File: src/rtl/fp_sum_feeder_if.sv
// fp_sum_feeder bus bundle: scalar input stream, sum-module control and result stream.
// The feeder takes the slave side; the environment takes the master side.
interface fp_sum_feeder_if #(
    parameter int CNT_W = 16
);
    logic [31:0]      s_data;
    logic             s_valid;
    logic             s_last;
    logic             s_ready;
    logic [511:0]     op_vec;
    logic             sum_clock_en;
    logic             sum_acc_sign;
    logic [31:0]      result_all;
    logic [31:0]      m_data;
    logic [CNT_W-1:0] m_count;
    logic             m_valid;
    logic             m_ready;

    modport slave (
        input  s_data, s_valid, s_last, result_all, m_ready,
        output s_ready, op_vec, sum_clock_en, sum_acc_sign,
        output m_data, m_count, m_valid
    );

    modport master (
        output s_data, s_valid, s_last, result_all, m_ready,
        input  s_ready, op_vec, sum_clock_en, sum_acc_sign,
        input  m_data, m_count, m_valid
    );
endinterface

File: src/rtl/fp_sum_feeder.sv
// fp_sum_feeder: packs a scalar FP32 stream into 16-lane vectors for the
// adder tree, drains its pipeline and returns the reduced sum and count.
module fp_sum_feeder #(
    parameter logic [3:0] LATENCY = 4'd5,
    parameter int         CNT_W   = 16
) (
    input  logic               aclk,
    input  logic               aresetn,
    fp_sum_feeder_if.slave     bus
);

    typedef enum logic [1:0] {
        FILL,
        ISSUE,
        DRAIN,
        OUT
    } state_t;

    state_t            r_state;
    logic [15:0][31:0] r_lane;
    logic [3:0]        r_idx;
    logic [CNT_W-1:0]  r_cnt;
    logic [3:0]        r_drain;
    logic              r_first;
    logic              r_has_last;
    logic              r_clk_en;
    logic              r_acc_sign;
    logic              r_m_valid;
    logic [31:0]       r_m_data;
    logic [CNT_W-1:0]  r_m_count;

    logic              w_s_ready;
    logic              w_accept;
    logic [CNT_W-1:0]  w_cnt_inc;

    assign w_s_ready = (r_state == FILL) & aresetn;
    assign w_accept  = w_s_ready & bus.s_valid;
    assign w_cnt_inc = (&r_cnt) ? r_cnt : r_cnt + 1'b1;

    assign bus.s_ready      = w_s_ready;
    assign bus.op_vec       = (r_state == ISSUE) ? r_lane : '0;
    assign bus.sum_clock_en = r_clk_en;
    assign bus.sum_acc_sign = r_acc_sign;
    assign bus.m_valid      = r_m_valid;
    assign bus.m_data       = r_m_data;
    assign bus.m_count      = r_m_count;

    // Sequencer: fill lanes, issue one vector, drain the tree, hold the result.
    always_ff @(posedge aclk) begin
        if (!aresetn) begin
            r_state    <= FILL;
            r_lane     <= '0;
            r_idx      <= 4'd0;
            r_cnt      <= '0;
            r_drain    <= 4'd0;
            r_first    <= 1'b1;
            r_has_last <= 1'b0;
            r_clk_en   <= 1'b0;
            r_acc_sign <= 1'b0;
            r_m_valid  <= 1'b0;
            r_m_data   <= 32'd0;
            r_m_count  <= '0;
        end else begin
            unique case (r_state)
                FILL: begin
                    if (w_accept) begin
                        r_lane[r_idx] <= bus.s_data;
                        r_idx         <= r_idx + 4'd1;
                        r_cnt         <= w_cnt_inc;
                        if (r_idx == 4'd15 || bus.s_last) begin
                            r_state    <= ISSUE;
                            r_clk_en   <= 1'b1;
                            r_acc_sign <= ~r_first;
                            r_has_last <= bus.s_last;
                        end
                    end
                end
                ISSUE: begin
                    r_lane  <= '0;
                    r_idx   <= 4'd0;
                    r_first <= 1'b0;
                    if (r_has_last) begin
                        r_state    <= DRAIN;
                        r_drain    <= 4'd0;
                        r_acc_sign <= 1'b1;
                    end else begin
                        r_state    <= FILL;
                        r_clk_en   <= 1'b0;
                        r_acc_sign <= 1'b0;
                    end
                end
                DRAIN: begin
                    if (r_drain == LATENCY - 4'd1) begin
                        r_m_data   <= bus.result_all;
                        r_m_count  <= r_cnt;
                        r_m_valid  <= 1'b1;
                        r_clk_en   <= 1'b0;
                        r_acc_sign <= 1'b0;
                        r_state    <= OUT;
                    end else begin
                        r_drain <= r_drain + 4'd1;
                    end
                end
                OUT: begin
                    if (bus.m_ready) begin
                        r_m_valid <= 1'b0;
                        r_cnt     <= '0;
                        r_first   <= 1'b1;
                        r_state   <= FILL;
                    end
                end
                default: r_state <= FILL;
            endcase
        end
    end

endmodule
File: src/flat_wrapper.sv
// flat-port wrapper written by rule: the top's interface ports become plain ports
module fp_sum_feeder_flat 
#(
    parameter logic [3:0] LATENCY = 4'd5,
    parameter int         CNT_W   = 16
)
  (aclk, aresetn, bus_s_data, bus_s_valid, bus_s_last, bus_result_all, bus_m_ready, bus_s_ready, bus_op_vec, bus_sum_clock_en, bus_sum_acc_sign, bus_m_data, bus_m_count, bus_m_valid);
  fp_sum_feeder_if #(.CNT_W(CNT_W)) bus_i ();
  input  logic aclk;
  input  logic aresetn;
  input wire logic [$bits(bus_i.s_data)-1:0] bus_s_data;
  input wire logic [$bits(bus_i.s_valid)-1:0] bus_s_valid;
  input wire logic [$bits(bus_i.s_last)-1:0] bus_s_last;
  input wire logic [$bits(bus_i.result_all)-1:0] bus_result_all;
  input wire logic [$bits(bus_i.m_ready)-1:0] bus_m_ready;
  output wire logic [$bits(bus_i.s_ready)-1:0] bus_s_ready;
  output wire logic [$bits(bus_i.op_vec)-1:0] bus_op_vec;
  output wire logic [$bits(bus_i.sum_clock_en)-1:0] bus_sum_clock_en;
  output wire logic [$bits(bus_i.sum_acc_sign)-1:0] bus_sum_acc_sign;
  output wire logic [$bits(bus_i.m_data)-1:0] bus_m_data;
  output wire logic [$bits(bus_i.m_count)-1:0] bus_m_count;
  output wire logic [$bits(bus_i.m_valid)-1:0] bus_m_valid;
  assign bus_i.s_data = bus_s_data;
  assign bus_i.s_valid = bus_s_valid;
  assign bus_i.s_last = bus_s_last;
  assign bus_i.result_all = bus_result_all;
  assign bus_i.m_ready = bus_m_ready;
  assign bus_s_ready = bus_i.s_ready;
  assign bus_op_vec = bus_i.op_vec;
  assign bus_sum_clock_en = bus_i.sum_clock_en;
  assign bus_sum_acc_sign = bus_i.sum_acc_sign;
  assign bus_m_data = bus_i.m_data;
  assign bus_m_count = bus_i.m_count;
  assign bus_m_valid = bus_i.m_valid;
  fp_sum_feeder #(.LATENCY(LATENCY), .CNT_W(CNT_W)) u_core (.aclk(aclk), .aresetn(aresetn), .bus(bus_i));
endmodule
File: config.mk
export PLATFORM = sky130hd
export DESIGN_NAME = fp_sum_feeder_flat
export DESIGN_NICKNAME = d
export VERILOG_FILES = /design/src/rtl/fp_sum_feeder_if.sv /design/src/rtl/fp_sum_feeder.sv /design/src/flat_wrapper.sv
export SDC_FILE = /design/constraint.sdc
export NUM_CORES = 1
export LEC_CHECK = 0
export ABC_AREA = 1
export BUFFER_PORTS_ARGS = -buffer_cell sky130_fd_sc_hd__buf_2
export CORE_MARGIN = 2
export CORE_UTILIZATION = 45
export DETAILED_ROUTE_END_ITERATION = 16
export PLACE_DENSITY = 0.72
export REMOVE_ABC_BUFFERS = 1
export SYNTH_ARGS = -nofsm -noshare
export SYNTH_HDL_FRONTEND = slang
export SYNTH_SLANG_ARGS = --single-unit
File: constraint.sdc
create_clock -name aclk -period 2 [get_ports aclk]
set_input_delay 0.3 -clock aclk [delete_from_list [all_inputs] [get_ports aclk]]
set_output_delay 0.3 -clock aclk [all_outputs]
set_load 0.05 [all_outputs]
# == Word level (Yosys, flattened, before mapping) ==
# Cells that the tools add are included.
# word_totals
ff_bits,591
latchBits,0
mem_bits_rw,0
mem_bits_ro,0
inputBits,69
elab_cells,103
memories,0
# op_classes
add_sub_neg,3
n_mul,0
div,0
n_lt_le_gt_ge,2
eq_ne,13
shift,0
muxes,35
bitwise,3
reduce_logical,20
# ops
cell,n
512-bit two-way mux,2
512-bit case mux with 2 select lines,1
512-bit bitwise mux,1
32-bit demux with 4-bit select,1
16-bit two-way mux,3
32-bit two-way mux,1
16-bit case mux with 2 select lines,1
16-bit by 1-bit adder with 16-bit output (second input constant),1
4-bit case mux with 2 select lines,2
16-bit AND reduction,1
4-bit two-way mux,3
4-bit AND reduction,3
1-bit two-way mux,10
2-bit two-way mux,5
2-bit != test (second input constant),5
2-bit nonzero test,5
3-bit AND reduction,3
4-bit by 1-bit adder with 4-bit output (second input constant),2
2-bit case mux with 4 select lines,1
2-bit by 1-bit != test with 1-bit output (second input constant),3
1-bit case mux with 3 select lines,2
2-bit AND reduction,3
4-bit by 5-bit < comparator with 1-bit output (second input constant),1
5-bit AND reduction,1
other kinds (12),15

# == Depth between registers and ports, before layout ==
# logic_depth
word_depth,7
ltp_mapped,12
ltp_nobuf,11

# == Worst setup path before layout ==
# Ideal clock, no wire load.
# synth_path
path_kind,register to output
from,register with a tool-made name
to,output port bus_op_vec[451]
arrival_ns,1.929
setup_slack_ns,-0.229
stages_incl_launch_ff,9
n_path_buf,4
cell_sequence,dfxtp_1 -> inv_1 -> ha_1 -> buf_2 -> buf_1 -> clkbuf_1 -> buf_1 -> nand2_1 -> inv_1
# synth_lines
item,line,source
"end, declared",flat_wrapper.sv:17,output wire logic [$bits(bus_i.op_vec)-1:0] bus_op_vec;

# == Final worst setup path ==
# layout_path
from,register u_core.r_state[0]
to,output port bus_op_vec[493]
# layout_between
elab_chain_cells,2
# layout_lines
item,line,source
"start, declared",fp_sum_feeder.sv:19,state_t r_state;
"start signal, assigned",fp_sum_feeder.sv:51,r_state <= FILL;
"start signal, assigned",fp_sum_feeder.sv:71,r_state <= ISSUE;
"start signal, assigned",fp_sum_feeder.sv:83,r_state <= DRAIN;
2-bit by 1-bit == test with 1-bit output,fp_sum_feeder.sv:41,assign bus.op_vec = (r_state == ISSUE) ? r_lane : '0;
512-bit two-way mux,fp_sum_feeder.sv:41,
# No other way between the ends.

==> out/qor.csv <==
metric;value;unit
status;finished, violations left;
violations;negative setup slack;
yosys.area_share.simple;28.8;%
crit_top_cell;buf_4;
met3_usage;5.81;%
setup_viol;977;
synth_compound_area_share;11.5;%
synth_seq_area_share;45.7;%
preCtsSetupSlack;-0.185;ns
dr.pass1.iters;6;
synth_cells;3981;
whs;0.0363;ns
max-vdd-ir-drop;0.000864;V
io_buffers;632;
worstSkewPairLatency;0.64;ns
tritoncts;built;
maxSlewViolCount;0;
use_met2;50.6;%
setup_slack;-0.502;ns
grt.met1_usage;40.9;%
grt_max_degree;76;
synthTopCellsByCount;1,726 x nand2_1, 598 x inv_1, 591 x dfxtp_1;
ys.flop_type;dfxtp_1;
ys_warn_count;0;
pwr-share-seq;41.4;%
p_per_area;821;nW/um^2
worst_pin_slew;0.891;ns
postLayoutCoreUtil;62.2;%
slowest_delay;0.33;ns
period_needed;2.50;ns
grt_usage;31.5;%
synthTopCellsByArea;dfxtp_1 46%, nand2_1 25%, a21oi_1 11%;
clk_path_buf_depth;3;
fillers;5004;
ff_latch_area;11800;sq um
synth_top_family_by_area;simple AND/OR/NAND/NOR gates;
nets;4698;
synth-xor-area-share;0.0676;%
endpoint_kind;output port;
combinationalPowerShare;18.2;%
hold_violations;0;
gp_congestion;0.956;
cts.sinks;591;
drive_gt1_share;21.6;%
swShare;29.4;%
synthToLayoutAreaGrowth;36.2;%
critPathKind;flop to output port;
holdPathStages;3;
overflow;0;
routed_wl;101;mm
arrival;2.20;ns
timing.fmax;400;MHz
synth.top_cell.area_share;45.7;%
start_util;45.7;%
critPathLaunchType;flop;
cts_buffers;59;
setup.worst_path.start;u_core.r_state[0];
core_area;56700;sq um
timing.slew.headroom;40.5;%
r2r_cells;11;
period_share;125;%
drtAntennaViolNets;0;
synth_cell_types;32;
path_cells;buf_6 -> ha_4 -> buf_12 -> buf_4 -> clkbuf_16 -> nand2_1 -> inv_1 -> buf_4;
path_clk_slew;0.06;ns
p_int;20.5;mW
die_w;244;microns
drc;0;
synth_edf_count;0;
synth_most_common_cell;nand2_1;
p_leak;18.4;nW
clockPowerShare;40.4;%
vias;27700;
hp-class;input port to flop;
viasPerCell;5.12;
cp_max_fo;18;
cts_root_buffer;clkbuf_16;
reg2reg_from;u_core.r_state[0];
ys_seq_elements;591;
htreeDepth;2;
grt-busiest-layer;met2;
synth_mux_area_share;0;%
min_from;bus_result_all[12];
dp_hpwl;66.0;mm
grt_pass1_vias;25100;
rows;87;
required;1.70;ns
rsz0062_at_grt;yes;
multi_input_area;10800;sq um
synth_area;25900;sq um
power_switching;8.51;mW
io_pins;633;
finClkSkew;0.0208;ns
wire_per_inst;18.6;microns
cap_violations;0;
yosys.area.top_type;dfxtp_1;
synth-async-reset-ratio;0;%
cpMaxStageDelayCell;dfxtp_2;
drt-initial-drc-count;2860;
synthAdderAreaFrac;0.531;%
grt_pass1_wl;146;mm
syn_avg_cell_area;6.51;sq um
antenna_found_initial;4;
dieArea;59500;sq um
die_y;244;microns
-- power by group through the flow --
| stage | combinational, mW | clock (mW) | sequential, mW |
|---|---|---|---|
| 2_1_floorplan | 1.43 | 0 | 12.2 |
| 3_3_place_gp | 4.54 | 0 | 12.2 |
| 3_5_place_dp | 4.55 | 0 | 12.2 |
| 4_1_cts | 4.90 | 11.8 | 12.0 |
| 5_1_grt | 5.50 | 12.2 | 12.0 |
| 6_report | 5.28 | 11.7 | 12.0 |
-- metal layers --
layer  vias to the layer above  wire length, microns  share of wire, %
met4                         4                  4890               4.9
met1                     12900                 39600                39
met2                      1421                 46700                46
met3                       261                  9520               9.4
li1                      13200                     -                 -
met5                         -                    27             0.027
-- sequential cells by signal, indices dropped and copies added (netlist names), 4 cells and up, named ones only --
name                flops
u_core.bus.m_count     16
u_core.bus.m_data      32
u_core.r_cnt           16
u_core.r_drain          4
u_core.r_idx            4
u_core.r_lane         512
-- critical path, delay by kind of cell, from the launching register on --
family	cells	cell delay, ns
buf+inv	6	0.91
simple gates	1	0.07
flops	1	0.33
fa+ha+maj	1	0.24
-- cells by family (layout without fill, tap and decap cells) --
logic type / count (synthesis) / after routing
flops: 591 / 591
simple gates: 1907 / 1909
fa+ha+maj: 11 / 11
compound gates: 594 / 594
xor+xnor: 2 / 2
buf+inv: 876 / 1553
other cells: 0 / 2
-- area by class of cell --
class	instances	area share (%)
Sequential cell	591	33.5
Multi-Input combinational cell	2516	30.6
Timing Repair Buffer	848	20.9
Inverter	602	6.45
Clock buffer	83	4.92
Tap cell	756	2.68
Clock inverter	20	0.836
Antenna cell	2	0.0142
-- per-stage QoR --
step / power [mW] / cell area, sq um / cells / setup TNS, ns
floorplan: 13.7 / 24700 / 3707 / -
global placement: 16.8 / 31100 / 5254 / -5.54
detailed placement: 16.8 / 31100 / 5254 / -16.35
CTS: 28.7 / 34400 / 5397 / -292.60
global route: 29.7 / 35300 / 5416 / -357.63
finish: 29.0 / 35300 / 5418 / -290.49
-- path summary, 6_finish.rpt --
kind	end	slack [ns]
setup / recovery	bus_op_vec[493]	-0.50
hold / removal	u_core.bus.m_data[12]	0.04
setup reg to reg	u_core.r_lane[430]	-0.30
hold reg to reg	u_core.r_lane[24]	0.46
-- timing repair --
action,CTS,global route
endpoints found under the hold margin,31,0
pin swaps,0,5
cloned,4,9
endpoints found under the setup margin,788,1039
resized for setup,282,251
setup buffers,5,12
hold buffers,31,0
-- placed cells by master (no fill, tap or decap), types with 29 or more instances in the layout --
master         instances
dlygate4sd3_1         31
nor2_2                29
a21oi_1              574
buf_4                295
nand3_1               67
buf_2                279
clkbuf_4              81
buf_12                82
nor2_1                55
nand2_1             1716
inv_1                577
dfxtp_1              590
clkbuf_16             66
buf_6                 42
Note: power is estimated with default switching activity, not from simulation.
